## config.mk

```make
export PLATFORM = sky130hd
export DESIGN_NAME = pe_sequencer
export DESIGN_NICKNAME = d
export VERILOG_FILES = /design/src/rtl/pe_sequencer.sv
export SDC_FILE = /design/constraint.sdc
export NUM_CORES = 1
export LEC_CHECK = 0
export CAP_MARGIN = 25
export CORE_ASPECT_RATIO = 1.2
export CORE_MARGIN = 3
export CORE_UTILIZATION = 50
export CTS_BUF_LIST = sky130_fd_sc_hd__clkbuf_8
export CTS_CLUSTER_SIZE = 16
export DETAILED_ROUTE_END_ITERATION = 7
export PLACE_DENSITY = 0.87
export SLEW_MARGIN = 15
export SYNTH_ARGS = -nofsm -noshare
export SYNTH_HDL_FRONTEND = slang
export SYNTH_SLANG_ARGS = --single-unit
export TNS_END_PERCENT = 20
```

## constraint.sdc

```tcl
create_clock -name clk -period 4.3 [get_ports clk]
set_input_delay 1.075 -clock clk [delete_from_list [all_inputs] [get_ports clk]]
set_output_delay 1.075 -clock clk [all_outputs]
set_load 0.005 [all_outputs]
```

## src/rtl/pe_sequencer.sv

```systemverilog
// pe_sequencer: loads instructions and data into a PE, runs the iterations, then waits for the PE result.
module pe_sequencer #(
    parameter int DATA_WIDTH = 16,
    parameter int INST_WIDTH = 32,
    parameter int REG_NUM    = 16,
    parameter int IMEM_DEPTH = 64,
    parameter int ITER_WIDTH = 8,
    parameter int DRAIN_MAX  = 32
) (
    input  logic                          clk,
    input  logic                          rst,
    input  logic                          start,
    input  logic [$clog2(IMEM_DEPTH):0]   inst_cnt,
    input  logic [ITER_WIDTH-1:0]         iter_cnt,
    input  logic [ITER_WIDTH-1:0]         iter_len,
    input  logic                          host_inst_valid,
    input  logic [INST_WIDTH-1:0]         host_inst,
    output logic                          host_inst_ready,
    input  logic                          host_data_valid,
    input  logic [2*DATA_WIDTH-1:0]       host_data,
    output logic                          host_data_ready,
    output logic                          pe_inst_in_v,
    output logic [INST_WIDTH-1:0]         pe_inst_in,
    output logic                          pe_din_v,
    output logic [2*DATA_WIDTH-1:0]       pe_din,
    output logic                          pe_alpha_v,
    input  logic                          pe_dout_v,
    output logic                          busy,
    output logic                          done,
    output logic                          timeout
);
    localparam int IW  = $clog2(IMEM_DEPTH) + 1;
    localparam int DCW = $clog2(2 * REG_NUM + 1);
    localparam int TW  = $clog2(DRAIN_MAX + 1);
    localparam logic [DCW-1:0] D_LAST = DCW'(2 * REG_NUM - 1);
    localparam logic [TW-1:0]  T_LAST = TW'(DRAIN_MAX - 1);
    typedef enum logic [2:0] {IDLE, LD_INST, LD_DATA, RUN, DRAIN, DONE} state_t;
    state_t state, state_n;
    logic [IW-1:0] inst_q, icnt;
    logic [ITER_WIDTH-1:0] iter_q, len_q, cyc, it, it_n;
    logic [DCW-1:0] dcnt;
    logic [TW-1:0] tcnt;
    logic inst_hs, data_hs, cyc_end, run_end, drain_to;
    assign inst_hs  = host_inst_valid && host_inst_ready;
    assign data_hs  = host_data_valid && host_data_ready;
    assign cyc_end  = cyc == len_q - 1'b1;
    assign run_end  = cyc_end && it == iter_q - 1'b1;
    assign drain_to = tcnt == T_LAST;
    always_comb begin
        state_n = state;
        case (state)
            IDLE:    if (start && iter_cnt != '0) state_n = inst_cnt != '0 ? LD_INST : LD_DATA;
            LD_INST: if (inst_hs && icnt == inst_q - 1'b1) state_n = LD_DATA;
            LD_DATA: if (data_hs && dcnt == D_LAST) state_n = RUN;
            RUN:     if (run_end) state_n = DRAIN;
            DRAIN:   if (pe_dout_v || drain_to) state_n = DONE;
            default: state_n = IDLE;
        endcase
        it_n = state_n != RUN ? '0 : (state == RUN && cyc_end) ? it + 1'b1 : it;
    end
    always_ff @(posedge clk) begin
        if (rst) begin
            state           <= IDLE;
            busy            <= 1'b0;
            done            <= 1'b0;
            timeout         <= 1'b0;
            host_inst_ready <= 1'b0;
            host_data_ready <= 1'b0;
            pe_inst_in_v    <= 1'b0;
            pe_din_v        <= 1'b0;
            pe_alpha_v      <= 1'b0;
            pe_inst_in      <= '0;
            pe_din          <= '0;
            inst_q          <= '0;
            iter_q          <= '0;
            len_q           <= '0;
            icnt            <= '0;
            dcnt            <= '0;
            cyc             <= '0;
            it              <= '0;
            tcnt            <= '0;
        end else begin
            state           <= state_n;
            busy            <= state_n != IDLE;
            done            <= state_n == DONE;
            host_inst_ready <= state_n == LD_INST;
            host_data_ready <= state_n == LD_DATA;
            pe_inst_in_v    <= inst_hs;
            pe_din_v        <= data_hs;
            pe_alpha_v      <= state_n == RUN && it_n == iter_q - 1'b1;
            if (inst_hs) pe_inst_in <= host_inst;
            if (data_hs) pe_din <= host_data;
            icnt <= state_n != LD_INST ? '0 : icnt + IW'(inst_hs);
            dcnt <= state_n != LD_DATA ? '0 : dcnt + DCW'(data_hs);
            cyc  <= (state == RUN && !cyc_end) ? cyc + 1'b1 : '0;
            it   <= it_n;
            tcnt <= state == DRAIN ? tcnt + 1'b1 : '0;
            // a zero iteration length still runs one cycle per iteration
            if (state == IDLE && state_n != IDLE) begin
                inst_q  <= inst_cnt;
                iter_q  <= iter_cnt;
                len_q   <= iter_len == '0 ? ITER_WIDTH'(1) : iter_len;
                timeout <= 1'b0;
            end else if (state == DRAIN && !pe_dout_v && drain_to) begin
                timeout <= 1'b1;
            end
        end
    end
endmodule

```

==> impl_metrics.toml, run 1 <==
[die]
die_w_um = 106
die_area_um2 = 13400
coreArea_um2 = 11700
start_util = 0.516
dieHeight_um = 126
rows = 43
ios = 165

[final_layout]
n_antenna_cell = 0
final_common_cell = "clkdlybuf4s50_1"
seqCellArea_um2 = 2660
drive_gt1_frac = 0.0626
layout.nets = 968
utilization = 0.701
layout_common_cells = "clkdlybuf4s50_1 (163), nand2_1 (153), dfxtp_1 (133)"
nFillCells = 905
multi_input_area_um2 = 3130
syn_to_final_growth_pct = 35.8

[logic_synthesis]
synthFlopType = "dfxtp_1"
synth_cells = 716
synth_area_um2 = 6020
ys_seq_area_frac = 0.442
syn-num-nets = 819
synth.top_cell.area_share = 0.442
ys_seq_elements = 133
yosysWarnings = 0
synth_area_leader_cell = "dfxtp_1"
avgSynthCellArea_um2 = 8.41
synthArstFlopShare = 0
ys_top_cells_by_area = "dfxtp_1 (44%), nand2_1 (9.5%), a21oi_1 (6.2%)"
synth_cell_type_count = 62
synth_edf_count = 0

[sta]
worst_slack_ps = 624
finalHoldViolations = 0
post-route-period-util = 0.855
max_slew_margin = 0.540
setup_tns_ps = 0
maxSlewViolCount = 0
setup_viol = 0
max_freq_mhz = 272
tightest_slew_ps = 690
grt_setup_unrepaired = "false"
fin_skew_ps = 10.6
period_needed_ps = 3680

[min_path]
worstHoldEndpoint = "pe_din[7]"
hp-class = "flip-flop to flip-flop"
hp-start = "pe_din[7]"
hold_depth = 2

[global_route]
grtUsageTotal = 0.229
grt_max_degree = 65
grt_pass1_wl_mm = 25.1
antenna_found_initial = 0
grt_pass1_vias = 5155
overflow = 0

[pwr]
peakVddDrop_mv = 0.213
cellPowerDensity_nw_per_um2 = 383
p_seq_frac = 0.432
switching_share = 0.277
intPower_mw = 2.26
p_clk_frac = 0.364
power_leakage_nw = 3.00
switching_power_mw = 0.869
combPwrFrac = 0.204

[clock_network]
post_cts_resized = 0
cts_root_buf = "clkbuf_8"
cts_buffer_depth = 2
cts_buffers = 17
htree_levels = 4
clk_latency_ps = 430
cts_tree = "done"
cts.clk_slew.worst_paths_ps = 80
clock-sinks = 133
cts.hold.buffers_added = 0
cts_setup_buffers = 0

[detailed_routing]
routedWlPerCell_um = 14.9
drc_errors = 0
firstDrtPassIters = 7
avgViaCountPerCell = 5.23
drtAntennaViolNets = 0
drtIter0Drc = 324
vias = 5415
drt_wl_total_mm = 15.4

[placement]
pre_cts_slack_ps = 203
post-dp-hpwl_mm = 11.0
io_buffers = 164
place_congestion = 0.858

[run]
cap_violations = 0

[setup_path]
crit_type = "primary input to flip-flop"
setup.worst_path.start_class = "primary input"
rr_worst_depth = 11
r2r_start = "len_q[0]"
path_max_fanout = 11
r2r_slack_ps = 940
required_ps = 4580
endpoint_kind = "flip-flop"
cp.arrival_ps = 3960
r2r_end = "pe_alpha_v"

[run_status]
status = "finished, final reports clean"
==> cells by family (layout without fill, tap and decap cells) <==
group / Yosys count / in the layout / share of synthesized area
mux: 22 / 22 / 0.0366
xor+xnor: 63 / 63 / 0.103
buf+inv: 57 / 219 / 0.0388
simple gates: 317 / 317 / 0.238
fa+ha+maj: 10 / 10 / 0.0208
compound gates: 114 / 114 / 0.120
flops: 133 / 133 / 0.442
==> routing by layer <==
layer  up-vias  routed length [um]  track usage
met5         -                   0            0
li1       2720                   -            -
met3        16                 995       0.0605
met1      2504                6710        0.292
met2       175                7510        0.384
met4         0                 186       0.0640
==> per-stage QoR <==
stage / std cells / cell area (um^2) / total power [mW] / hold WS [ps]
6_report: 1035 / 8180 / 3.13 / 455
5_1_grt: 1035 / 8180 / 3.29 / 466
4_1_cts: 1035 / 8180 / 3.16 / 457
3_5_place_dp: 1003 / 7750 / 2.01 / 446
3_3_place_gp: 1003 / 7750 / 2.00 / 440
2_1_floorplan: 716 / 6020 / 1.79 / 426
==> critical path, cell delays in order <==
cell             delay (ps)
clkdlybuf4s50_1         430
or4_1                   540
nor4_1                  290
nand2_1                 130
a21oi_1                 190
o21ai_1                 110
and3_4                  210
a2111oi_4               390
buf_4                   300
mux2i_1                 230
nor2_1                   60
==> power groups by stage <==
stage,registers [mW],logic [mW],clock network [mW]
2_1_floorplan,1.36,0.434,0
3_3_place_gp,1.38,0.624,0
3_5_place_dp,1.38,0.634,0
4_1_cts,1.35,0.640,1.17
5_1_grt,1.36,0.702,1.22
6_report,1.35,0.639,1.14
==> cells in the mapped netlist (4+ instances only) <==
library cell / number
buf_2: 4
o31ai_1: 4
nor4_1: 9
buf_1: 7
nand4_1: 8
nor2_1: 72
nand3_1: 18
xor2_1: 27
inv_1: 13
nor2b_1: 5
dfxtp_1: 133
xnor2_1: 31
nand2_1: 153
clkbuf_1: 30
nor3_1: 12
a21oi_1: 75
mux2i_1: 22
and3_1: 14
ha_1: 10
==> how the worst max path moves through the flow <==
stage,startpoint,end,slack (ps),cells after the start
finish,inst_cnt[2],inst_q[1],620,11
global route,inst_cnt[2],inst_q[1],400,11
floorplan,inst_cnt[2],iter_q[0],720,10
global placement,inst_cnt[2],inst_q[3],280,11
detailed placement,inst_cnt[2],iter_q[3],200,11
CTS,inst_cnt[2],inst_q[1],640,11
==> flip-flops by register name, summed over array words and instances (netlist names), 3 cells and up <==
register    count
cyc             8
dcnt            6
icnt            7
inst_q          7
it              8
iter_q          8
len_q           8
pe_din         32
pe_inst_in     32
state           3
tcnt            6
==> layout make-up <==
cell class                      count  area share
Clock inverter                     15      0.0249
Inverter                           14     0.00642
Tap cell                          157      0.0240
Clock buffer                       17      0.0286
Timing Repair Buffer              173       0.209
Multi-Input combinational cell    526       0.382
Sequential cell                   133       0.325
No activity file was read; power rests on OpenSTA's default activity.
==> run 2, diff against run 1 <==
--- a/config.mk
+++ b/config.mk
@@ -12,7 +12,7 @@
 export CTS_BUF_LIST = sky130_fd_sc_hd__clkbuf_8
 export CTS_CLUSTER_SIZE = 16
 export DETAILED_ROUTE_END_ITERATION = 7
-export PLACE_DENSITY = 0.87
+export PLACE_DENSITY = 0.93
 export SLEW_MARGIN = 15
 export SYNTH_ARGS = -nofsm -noshare
 export SYNTH_HDL_FRONTEND = slang
==> run 2 against run 1 <==
Core utilization up 0.42 points. Clock skew increased by 1.1 ps. Hold slack got worse by 0.74 ps. Count of clock-buffer cells in the layout unchanged. Routed wire length increased by 8.0%. Design area is 0.60% higher. Power up 4.1%. Register-to-register slack improved by 80 ps. Critical path depth is the same. Fmax fell by 3.0%. Critical endpoint is now len_q[2].
==> impl_metrics.toml, run 2 (same netlist as run 1, synthesis figures left out) <==
[run_status]
status = "finished, final reports clean"

[detailed_routing]
avgViaCountPerCell = 5.41
drc_errors = 0
drtIter0Drc = 385
vias = 5599
drt_wl_total_mm = 16.6
drtAntennaViolNets = 0
routedWlPerCell_um = 16.1
firstDrtPassIters = 7

[die]
coreArea_um2 = 11700
start_util = 0.516
dieHeight_um = 126
die_w_um = 106
rows = 43
die_area_um2 = 13400
ios = 165

[clock_network]
htree_levels = 4
post_cts_resized = 0
clock-sinks = 133
cts_root_buf = "clkbuf_8"
cts.hold.buffers_added = 0
cts_buffers = 17
clk_latency_ps = 430
cts_setup_buffers = 0
cts_tree = "done"
cts.clk_slew.worst_paths_ps = 70
cts_buffer_depth = 2

[global_route]
grt.busiest_layer = "met2"
grt_use_met2 = 0.432
grt_pass1_wl_mm = 26.3
grt_pass1_vias = 5506
antenna_found_initial = 0
use_met1 = 0.268
grtUsageTotal = 0.244
overflow = 0
grt_util_met3 = 0.0733
grt_max_degree = 65

[sta]
setup_viol = 0
maxSlewViolCount = 0
post-route-period-util = 0.881
tightest_slew_ps = 717
setup_tns_ps = 0
finalHoldViolations = 0
max_freq_mhz = 264
fin_skew_ps = 11.8
max_slew_margin = 0.522
period_needed_ps = 3790
hold_slack_ps = 454
grt_setup_unrepaired = "false"

[final_layout]
final_common_cell = "clkdlybuf4s50_1"
largestRegisters = "pe_din (32), pe_inst_in (32)"
layout.nets = 967
nFillCells = 833
utilization = 0.705
final_cell_area_um2 = 8230
drive_gt1_frac = 0.0616
seqCellArea_um2 = 2660
multi_input_area_um2 = 3130
n_antenna_cell = 0
layout_common_cells = "clkdlybuf4s50_1 (163), nand2_1 (153), dfxtp_1 (133)"
syn_to_final_growth_pct = 36.7

[setup_path]
endpoint_kind = "flip-flop"
required_ps = 4580
cp_top_family = "simple AND/OR/NAND/NOR gates"
path_max_fanout = 14
path_buf_inv = 2
slowest_delay_ps = 540
crit_type = "primary input to flip-flop"
cp_slowest_cell = "or4_1"
setup.worst_path.start_class = "primary input"
crit_chain = "clkdlybuf4s50_1, or4_1, nor4_1, nand2_1, a21oi_1, o21ai_1, and3_4, a2111oi_4, buf_4, mux2i_1, nor2_1"
cp.arrival_ps = 4070

[placement]
place_area_um2 = 7750
post-dp-hpwl_mm = 11.7
place_congestion = 0.853
io_buffers = 164

[pwr]
peakVddDrop_mv = 0.204
cellPowerDensity_nw_per_um2 = 396
power_leakage_nw = 3.03
switching_share = 0.270
switching_power_mw = 0.880
p_clk_frac = 0.388
p_seq_frac = 0.416
intPower_mw = 2.38
combPwrFrac = 0.197
totalPowerFinal_mw = 3.26

[run]
cap_violations = 0

[min_path]
hp-class = "flip-flop to flip-flop"
[run 2: changes by cell type in the layout (fill, tap and decap cells not counted), sizes merged]
cell | previous run | this run
bufinv | 4 | 6
clkinvlp | 3 | 0
buf | 10 | 9
clkinv | 4 | 5
[run 2: path summary, 6_finish.rpt]
kind	endpoint	cells past startpoint	slack, ps	start
setup reg to reg	inst_q[1]	12	1020	iter_q[0]
hold / removal	pe_din[5]	2	450	pe_din[5]
hold reg to reg	pe_din[5]	2	450	pe_din[5]
setup / recovery	len_q[2]	11	510	inst_cnt[2]
[run 2: routing by layer]
| layer | wire (um) | up-vias | part of all wire |
|---|---|---|---|
| met3 | 1250 | 42 | 0.075 |
| met5 | 0 | - | 0 |
| li1 | - | 2715 | - |
| met2 | 8390 | 208 | 0.50 |
| met1 | 6410 | 2634 | 0.39 |
| met4 | 591 | 0 | 0.036 |
[run 2: final cells by class]
class	instances	area share
clock buffers	17	0.0284
well taps	157	0.0239
flip-flops and latches	133	0.323
clock inverters	15	0.0304
repair buffers	172	0.208
multi-input cells	526	0.380
inverters	14	0.00638
[run 2: worst register-to-register path, stage by stage (launching register included)]
cell       delay, ps
dfxtp_1          480
inv_1             80
ha_1             240
xor2_1           220
xor2_1           170
a2111oi_2        230
o2111ai_1        260
or4b_4           600
o21ai_4          270
a2111oi_4        120
buf_4            220
mux2i_1          200
nor2_1            50
[run 2: power by group through the flow]
| stage | Sequential [mW] | Combinational, mW | Clock, mW |
|---|---|---|---|
| 2_1_floorplan | 1.36 | 0.434 | 0 |
| 3_3_place_gp | 1.38 | 0.613 | 0 |
| 3_5_place_dp | 1.38 | 0.630 | 0 |
| 4_1_cts | 1.35 | 0.643 | 1.28 |
| 5_1_grt | 1.36 | 0.698 | 1.34 |
| 6_report | 1.36 | 0.641 | 1.27 |
[run 2: per-stage QoR]
stage          setup WS, ps  instances
5_1_grt                 353       1034
6_report                511       1034
3_5_place_dp            204       1002
2_1_floorplan           724        716
3_3_place_gp            290       1002
4_1_cts                 540       1034
==> run 3, diff against run 2 <==
--- a/config.mk
+++ b/config.mk
@@ -8,11 +8,11 @@
 export CAP_MARGIN = 25
 export CORE_ASPECT_RATIO = 1.2
 export CORE_MARGIN = 3
-export CORE_UTILIZATION = 50
+export CORE_UTILIZATION = 54
 export CTS_BUF_LIST = sky130_fd_sc_hd__clkbuf_8
 export CTS_CLUSTER_SIZE = 16
 export DETAILED_ROUTE_END_ITERATION = 7
-export PLACE_DENSITY = 0.93
+export PLACE_DENSITY = 0.95
 export SLEW_MARGIN = 15
 export SYNTH_ARGS = -nofsm -noshare
 export SYNTH_HDL_FRONTEND = slang
==> constraint.sdc (replaced) <==
create_clock -name clk -period 4.5 [get_ports clk]
set_input_delay 1.125 -clock clk [delete_from_list [all_inputs] [get_ports clk]]
set_output_delay 1.125 -clock clk [all_outputs]
set_load 0.05 [all_outputs]
==> run 3 against run 2 <==
Power is 2.8% lower. Setup slack better by 79 ps. Via count is 1.8% higher.
==> impl_metrics.toml, run 3 (same netlist as run 1, synthesis figures left out) <==
[setup_path]
cp_slowest_cell = "or4_1"
slowest_delay_ps = 530
path_buf_inv = 2
setup.worst_path.start_class = "primary input"
cp.arrival_ps = 4200
cp_top_family = "simple AND/OR/NAND/NOR gates"
crit_type = "primary input to flip-flop"
endpoint_kind = "flip-flop"
path_max_fanout = 21
crit_chain = "clkdlybuf4s50_1, or4_1, nor4_1, nand2_1, a21oi_1, o21ai_1, and3_4, a2111oi_4, buf_12, mux2i_1, nor2_1"
required_ps = 4790

[pwr]
power_leakage_nw = 3.02
totalPowerFinal_mw = 3.17
cellPowerDensity_nw_per_um2 = 387
peakVddDrop_mv = 0.276

[sta]
finalHoldViolations = 0
max_freq_mhz = 256
hold_slack_ps = 453
setup_viol = 0
post-route-period-util = 0.869
max_slew_margin = 0.323
setup_tns_ps = 0
grt_setup_unrepaired = "false"
fin_skew_ps = 14.8
period_needed_ps = 3910
tightest_slew_ps = 1020
maxSlewViolCount = 0

[global_route]
grt_pass1_wl_mm = 26.6
grt_max_degree = 56
grt_pass1_vias = 5516
antenna_found_initial = 0
overflow = 0
grtUsageTotal = 0.274

[detailed_routing]
drc_errors = 0
routedWlPerCell_um = 16.7
drtIter0Drc = 453
drt_wl_total_mm = 16.8
avgViaCountPerCell = 5.67
vias = 5699
firstDrtPassIters = 5
drtAntennaViolNets = 0

[placement]
dp_cells = 975
io_buffers = 164
post-dp-hpwl_mm = 11.6
place_congestion = 0.868

[clock_network]
clk_latency_ps = 450
cts_root_buf = "clkbuf_8"
clock-sinks = 133
cts_buffers = 17
cts_setup_buffers = 0
post_cts_resized = 0
cts_tree = "done"
cts.clk_slew.worst_paths_ps = 80
htree_levels = 4
cts_buffer_depth = 2
cts.hold.buffers_added = 0

[final_layout]
final_common_cell = "clkdlybuf4s50_1"
nFillCells = 667
syn_to_final_growth_pct = 35.8
fin_cells = 1006
layout.nets = 968
drive_gt1_frac = 0.0627
utilization = 0.763
layout_common_cells = "clkdlybuf4s50_1 (163), nand2_1 (153), dfxtp_1 (133)"
n_antenna_cell = 0
largestRegisters = "pe_din (32), pe_inst_in (32)"

[die]
ios = 165
die_area_um2 = 12500
rows = 41
coreArea_um2 = 10700
dieHeight_um = 122
start_util = 0.562
die_w_um = 102

[min_path]
hp-class = "flip-flop to flip-flop"

[run]
cap_violations = 0

[run_status]
status = "finished, final reports clean"
## run 3: cell count changes in the layout (fill, tap and decap cells not counted), sizes merged
| cell | change |
|---|---|
| buf | +1 |
| inv | -4 |
| clkinvlp | +2 |
| bufinv | -1 |
| clkbuf | +2 |
## run 3: routing by layer
layer	up-vias	share of wire	global-route usage
met5	-	0	0
met4	0	0.035	0.131
met3	63	0.082	0.0682
met2	264	0.50	0.471
met1	2649	0.38	0.313
li1	2723	-	-
## run 3: metrics by stage
step	setup slack, ps	instance area [um^2]
finish	590	8180
global route	513	8180
CTS	687	8180
detailed placement	282	7720
global placement	435	7720
floorplan	874	6020
## run 3: cell type report
| cell class | instances | area (um^2) | share of cell area |
|---|---|---|---|
| Clock inverter | 12 | 201 | 0.0246 |
| Timing Repair Buffer | 173 | 1720 | 0.210 |
| Sequential cell | 133 | 2660 | 0.325 |
| Inverter | 14 | 52.6 | 0.00642 |
| Tap cell | 129 | 161 | 0.0197 |
| Multi-Input combinational cell | 526 | 3130 | 0.382 |
| Clock buffer | 19 | 262 | 0.0320 |
## run 3: path summary, 6_finish.rpt
check | startpoint | to | slack [ps] | cells past startpoint
setup / recovery | inst_cnt[2] | len_q[6] | 590 | 11
setup reg to reg | iter_q[0] | len_q[6] | 1100 | 12
hold / removal | pe_din[8] | pe_din[8] | 450 | 2
hold reg to reg | pe_din[8] | pe_din[8] | 450 | 2
## run 3: tightest hold or removal path, stage by stage, from the launching register on
cell and delay [ps]:
dfxtp_1 310, nand2_1 50, a21oi_1 50
## run 3: power by group
part,leakage (nW),internal (mW),switching (mW)
logic,1.71,0.327,0.388
clock network,0.228,0.687,0.471
registers,1.08,1.23,0.0646
total,3.02,2.25,0.923
